**src/rtl/seeg_ctrl_pkg.sv**
```systemverilog
// Shared definitions for the sEEG front-end ownership scheduler.
package seeg_ctrl_pkg;

  localparam int STATE_W               = 3;
  localparam int SETTLE_CYCLES_DEFAULT = 156;

  // Encodings are exposed on the status readback port, so keep them fixed.
  typedef enum logic [STATE_W-1:0] {
    S_IDLE       = 3'd0,
    S_ZCHECK     = 3'd1,
    S_REC_SETTLE = 3'd2,
    S_RECORD     = 3'd3,
    S_STIM       = 3'd4
  } state_t;

endpackage

```
**src/rtl/seeg_settle_counter.sv**
```systemverilog
// Loadable down-counter that times how long record_en is held before
// recording is considered established.
module seeg_settle_counter #(
  parameter int CNT_W = 16
) (
  input  logic             clk,
  input  logic             rstn,
  input  logic             load,
  input  logic [CNT_W-1:0] load_value,
  input  logic             dec,
  output logic [CNT_W-1:0] value,
  output logic             expired
);

  always_ff @(posedge clk or negedge rstn) begin
    if (!rstn) begin
      value <= '0;
    end else if (load) begin
      value <= load_value;
    end else if (dec) begin
      value <= value - 1'b1;
    end
  end

  assign expired = (value <= CNT_W'(1));

endmodule

```
**src/rtl/seeg_mode_scheduler.sv**
```systemverilog
// Grants the shared headstage link to record, impedance check or stimulation,
// one at a time, and enforces the ordering rules between them.
module seeg_mode_scheduler
  import seeg_ctrl_pkg::*;
#(
  parameter int SETTLE_CYCLES = SETTLE_CYCLES_DEFAULT,
  parameter int CNT_W         = 16
) (
  input  logic         clk,
  input  logic         rstn,
  input  logic         record_start,
  input  logic         record_stop,
  input  logic         zcheck_start,
  input  logic         stim_finite_start,
  input  logic         stim_infinite_start,
  input  logic         stim_infinite_stop,
  input  logic         zcheck_done,
  input  logic         stim_done,
  output logic         record_en,
  output logic         zcheck_go,
  output logic         stim_finite_go,
  output logic         stim_infinite_go,
  output logic         stim_infinite_halt,
  output logic         reject,
  output logic         busy,
  output logic [2:0]   state
);

  // A zero settle time still spends one cycle in REC_SETTLE.
  localparam logic [CNT_W-1:0] SETTLE_LOAD =
    (SETTLE_CYCLES < 1) ? CNT_W'(1) : CNT_W'(SETTLE_CYCLES);

  state_t           state_q;
  logic             inf_q;
  logic             halt_sent_q;
  logic             stop_pend_q;
  logic             cnt_load;
  logic             cnt_dec;
  logic [CNT_W-1:0] cnt_value;
  logic             settle_expired;
  logic             stim_start_any;
  logic             any_start;
  logic             halt_now;

  assign stim_start_any = stim_finite_start | stim_infinite_start;
  assign any_start      = stim_start_any | record_start | zcheck_start;
  assign cnt_load       = (state_q == S_IDLE) && record_start && !zcheck_start;
  assign cnt_dec        = (state_q == S_REC_SETTLE) && (cnt_value != '0);
  assign halt_now       = inf_q && !halt_sent_q && (stim_infinite_stop || record_stop);
  assign state          = state_q;

  seeg_settle_counter #(.CNT_W(CNT_W)) u_settle (
    .clk        (clk),
    .rstn       (rstn),
    .load       (cnt_load),
    .load_value (SETTLE_LOAD),
    .dec        (cnt_dec),
    .value      (cnt_value),
    .expired    (settle_expired)
  );

  always_ff @(posedge clk or negedge rstn) begin
    if (!rstn) begin
      state_q            <= S_IDLE;
      record_en          <= 1'b0;
      zcheck_go          <= 1'b0;
      stim_finite_go     <= 1'b0;
      stim_infinite_go   <= 1'b0;
      stim_infinite_halt <= 1'b0;
      reject             <= 1'b0;
      busy               <= 1'b0;
      inf_q              <= 1'b0;
      halt_sent_q        <= 1'b0;
      stop_pend_q        <= 1'b0;
    end else begin
      zcheck_go          <= 1'b0;
      stim_finite_go     <= 1'b0;
      stim_infinite_go   <= 1'b0;
      stim_infinite_halt <= 1'b0;
      reject             <= 1'b0;
      case (state_q)
        S_IDLE: begin
          if (zcheck_start) begin
            state_q   <= S_ZCHECK;
            busy      <= 1'b1;
            zcheck_go <= 1'b1;
            reject    <= record_start | stim_start_any;
          end else if (record_start) begin
            state_q   <= S_REC_SETTLE;
            busy      <= 1'b1;
            record_en <= 1'b1;
            reject    <= stim_start_any;
          end else begin
            reject    <= stim_start_any;
          end
        end
        S_ZCHECK: begin
          reject <= any_start;
          if (zcheck_done) begin
            state_q <= S_IDLE;
            busy    <= 1'b0;
          end
        end
        S_REC_SETTLE: begin
          reject <= any_start;
          if (record_stop) begin
            state_q   <= S_IDLE;
            busy      <= 1'b0;
            record_en <= 1'b0;
          end else if (settle_expired) begin
            state_q <= S_RECORD;
          end
        end
        S_RECORD: begin
          // A stop outranks any stim start arriving alongside it.
          if (record_stop) begin
            state_q   <= S_IDLE;
            busy      <= 1'b0;
            record_en <= 1'b0;
            reject    <= any_start;
          end else if (stim_finite_start) begin
            state_q        <= S_STIM;
            stim_finite_go <= 1'b1;
            inf_q          <= 1'b0;
            reject         <= stim_infinite_start | zcheck_start | record_start;
          end else if (stim_infinite_start) begin
            state_q          <= S_STIM;
            stim_infinite_go <= 1'b1;
            inf_q            <= 1'b1;
            reject           <= zcheck_start | record_start;
          end else begin
            reject <= zcheck_start | record_start;
          end
        end
        S_STIM: begin
          reject <= any_start;
          if (halt_now) begin
            stim_infinite_halt <= 1'b1;
            halt_sent_q        <= 1'b1;
          end
          if (record_stop) begin
            stop_pend_q <= 1'b1;
          end
          // The link is only released once the engine reports it is idle.
          if (stim_done) begin
            inf_q       <= 1'b0;
            halt_sent_q <= 1'b0;
            stop_pend_q <= 1'b0;
            if (stop_pend_q || record_stop) begin
              state_q   <= S_IDLE;
              busy      <= 1'b0;
              record_en <= 1'b0;
            end else begin
              state_q <= S_RECORD;
            end
          end
        end
        default: begin
          state_q   <= S_IDLE;
          busy      <= 1'b0;
          record_en <= 1'b0;
        end
      endcase
    end
  end

endmodule

```
**config.mk**
```make
export PLATFORM = sky130hd
export DESIGN_NAME = seeg_mode_scheduler
export DESIGN_NICKNAME = d
export VERILOG_FILES = /design/src/rtl/seeg_ctrl_pkg.sv /design/src/rtl/seeg_settle_counter.sv /design/src/rtl/seeg_mode_scheduler.sv
export SDC_FILE = /design/constraint.sdc
export NUM_CORES = 1
export LEC_CHECK = 0
export ABC_AREA = 1
export CORE_MARGIN = 2
export CORE_UTILIZATION = 54
export CTS_CLUSTER_SIZE = 8
export DETAILED_ROUTE_END_ITERATION = 7
export PLACE_DENSITY = 0.8
export SYNTH_ARGS = -nofsm -noshare
export SYNTH_HDL_FRONTEND = slang
export SYNTH_HIERARCHICAL = 1
export SYNTH_SLANG_ARGS = --single-unit
export TNS_END_PERCENT = 5
```
**constraint.sdc**
```tcl
create_clock -name clk -period 3 [get_ports clk]
set_clock_uncertainty 0.05 [all_clocks]
set_input_delay 0.6 -clock clk [delete_from_list [all_inputs] [get_ports clk]]
set_output_delay 0.6 -clock clk [all_outputs]
set_load 0.03 [all_outputs]
```
==> impl_metrics.py <==
metrics = {
    "outcome": {
        "status": "finished clean",
    },
    "drt": {
        "drc_errors": 0,
        "ant_nets": 0,
        "drt-initial-drc-count": 187,
        "wirelength_mm": 4.18,
        "firstDrtPassIters": 4,
        "via_count": 1812,
        "wl_per_cell_um": 11.9,
        "viasPerCell": 5.15,
    },
    "timing": {
        "setup_viol": 0,
        "hold_viol": 0,
        "min_period_ps": 2190,
        "final.period_utilization": 0.729,
        "max_slew_margin": 0.640,
        "fmax_ghz": 0.457,
        "setup_tns_ps": 0,
        "worst_pin_slew_ps": 540,
        "rsz0062_at_grt": "false",
        "drv_slew": 0,
    },
    "power_and_ir_drop": {
        "leakagePower_uw": 0.00117,
        "comb_power_share": 0.530,
        "p_seq_frac": 0.341,
        "switchingPower_uw": 1060,
        "power.density_nw_per_um2": 948,
        "switching_share": 0.494,
        "internal_power_uw": 1080,
        "ir_drop_mv": 0.525,
        "power_uw": 2140,
        "clkPwrFrac": 0.129,
    },
    "synth": {
        "synth_seq_area_share": 0.385,
        "avgSynthCellArea_um2": 7.09,
        "synth_most_common_cell": "nand2_1",
        "synthFlopType": "dfrtp_1",
        "yosysWarnings": 6,
        "synthArstFlopShare": 1.00,
        "synth_edf_count": 0,
        "synthesis.area_um2": 1890,
        "yosysTopAreaCellShare": 0.385,
        "ys_types": 32,
        "synthTopCellsByArea": "dfrtp_1, nand2_1, nand3_1",
        "synth_commonest_cells": "nand2_1, nor2_1, nand3_1",
        "synth_seq_cells": 29,
        "syn_inst": 266,
        "yosys.area.top_type": "dfrtp_1",
    },
    "worst_setup_path": {
        "critical_path.max_stage_delay_ps": 720,
        "path_buf_inv": 1,
        "critPathTopFamily": "buffers and inverters",
        "worstSetupEndpointType": "output port",
        "reg2reg_depth": 9,
        "crit_path_start_kind": "flip-flop",
        "path_cells": "clkdlybuf4s50_1",
        "cp.depth": 1,
        "arrival_ps": 1540,
        "required_ps": 2350,
        "crit_type": "flip-flop to output port",
        "crit_path_max_fanout": 7,
        "cp_slowest_cell": "clkdlybuf4s50_1",
    },
    "floorplanning": {
        "core.rowCount": 21,
        "die-area_um2": 3980,
        "core_um2": 3340,
        "initial_utilization": 0.565,
        "chipWidth_um": 63.1,
        "die_height_um": 63.1,
        "num_io_pins": 20,
    },
    "place": {
        "dp.cells": 344,
        "place_congestion": 0.897,
        "dp_hpwl_mm": 3.07,
        "port_buffers": 19,
    },
    "global_route": {
        "grt_overflow": 0,
        "grt_use_total": 0.235,
        "grt_pass1_wl_mm": 7.32,
        "grt_pass1_vias": 1681,
        "grt_max_degree": 30,
        "antenna_found_initial": 0,
    },
    "final_layout": {
        "nNetsFinal": 317,
        "layout.cells.non_filler": 352,
        "fill_cells": 302,
        "area_delta_synth_final_pct": 19.5,
        "diodes": 0,
        "finish.utilization": 0.676,
        "final_layout_size_suffix_gt1_frac": 0.114,
    },
    "cts": {
        "post-cts-setup-buffers": 0,
        "cts_buffers": 5,
        "htree_levels": 2,
        "cts.repair.resized": 0,
        "clock-sinks": 29,
        "cts_tree": "done",
        "path_clk_slew_ps": 100,
        "clk_path_buf_depth": 2,
        "root_buffer": "clkbuf_4",
        "ctsHoldBuffers": 0,
        "clk_latency_ps": 330,
    },
    "worst_hold_path": {
        "min_path_type": "flip-flop to flip-flop",
        "worstHoldPathCells": 2,
    },
    "job": {
        "maxCapViolations": 0,
    },
}
==> power by group through the flow <==
| stage | Combinational [µW] | Clock (µW) | Sequential, µW |
|---|---|---|---|
| after CTS | 1130 | 286 | 724 |
| after floorplan | 793 | 0 | 759 |
| final | 1130 | 276 | 729 |
| after detailed placement | 1130 | 0 | 728 |
| after global routing | 1270 | 305 | 749 |
| after global placement | 1110 | 0 | 727 |
==> per-stage QoR <==
stage | instance area (µm²) | setup slack, ps | hold slack, ps
final | 2250 | 814 | 446
after global routing | 2250 | 738 | 473
after CTS | 2250 | 808 | 447
after detailed placement | 2180 | 678 | 422
after global placement | 2180 | 716 | 416
after floorplan | 1940 | 1150 | 254
==> cell usage in the layout, fill, tap and decap left out, types with 3 or more instances in the layout <==
master / Yosys / layout
a22oi_1: 11 / 11
buf_4: 0 / 3
clkbuf_4: 0 / 5
clkdlybuf4s50_1: 0 / 19
conb_1: 2 / 16
dfrtp_1: 29 / 29
inv_1: 27 / 27
inv_2: 3 / 3
nand2_1: 67 / 67
nand2_2: 6 / 6
nand3_1: 34 / 34
nand4_1: 3 / 3
nor2_1: 36 / 36
nor2_2: 8 / 8
o21ai_0: 9 / 9
o21ai_1: 6 / 6
==> cell families (layout without fill, tap and decap cells) <==
family          count (synthesis)  after routing  synth area share
simple gates                  163            163             0.400
fa+ha+maj                       2              2            0.0133
flops                          29             29             0.385
xor+xnor                        3              3            0.0139
compound gates                 32             32             0.108
other cells                     2             16           0.00398
buf+inv                        35             61            0.0763
==> path summary, 6_finish.rpt <==
kind                          start                  to  slack, ps
max                        state[0]            state[0]        810
min                            busy                busy        450
max reg2reg                state[0]   u_settle/value[3]        990
min reg2reg                    busy                busy        450
max in group asynchronous      rstn   u_settle/value[7]       2020
min in group asynchronous      rstn  u_settle/value[12]        580
==> per-layer routing <==
| layer | vias to the layer above | global-route usage | wire length [µm] |
|---|---|---|---|
| met5 | - | 0 | 0 |
| met4 | 0 | 0.0722 | 44 |
| met3 | 8 | 0.0661 | 203 |
| met2 | 46 | 0.376 | 1960 |
| met1 | 824 | 0.310 | 1970 |
| li1 | 934 | - | - |
==> area by class of cell <==
class | count | area (µm²) | share of cell area
timing repair buffer | 22 | 213 | 0.0943
multi-input combinational | 216 | 1070 | 0.474
sequential | 29 | 726 | 0.322
tap | 46 | 57.6 | 0.0255
clock buffer | 7 | 65.1 | 0.0289
clock inverter | 1 | 5.00 | 0.00222
inverter | 31 | 119 | 0.0527
==> flip-flops by register name, indices dropped and copies added, names as in the netlist <==
name,count
u_settle/value,16
state,3
busy,1
halt_sent_q,1
inf_q,1
record_en,1
reject,1
stim_finite_go,1
stim_infinite_go,1
stim_infinite_halt,1
stop_pend_q,1
zcheck_go,1
(Power assumes the default switching activity.)
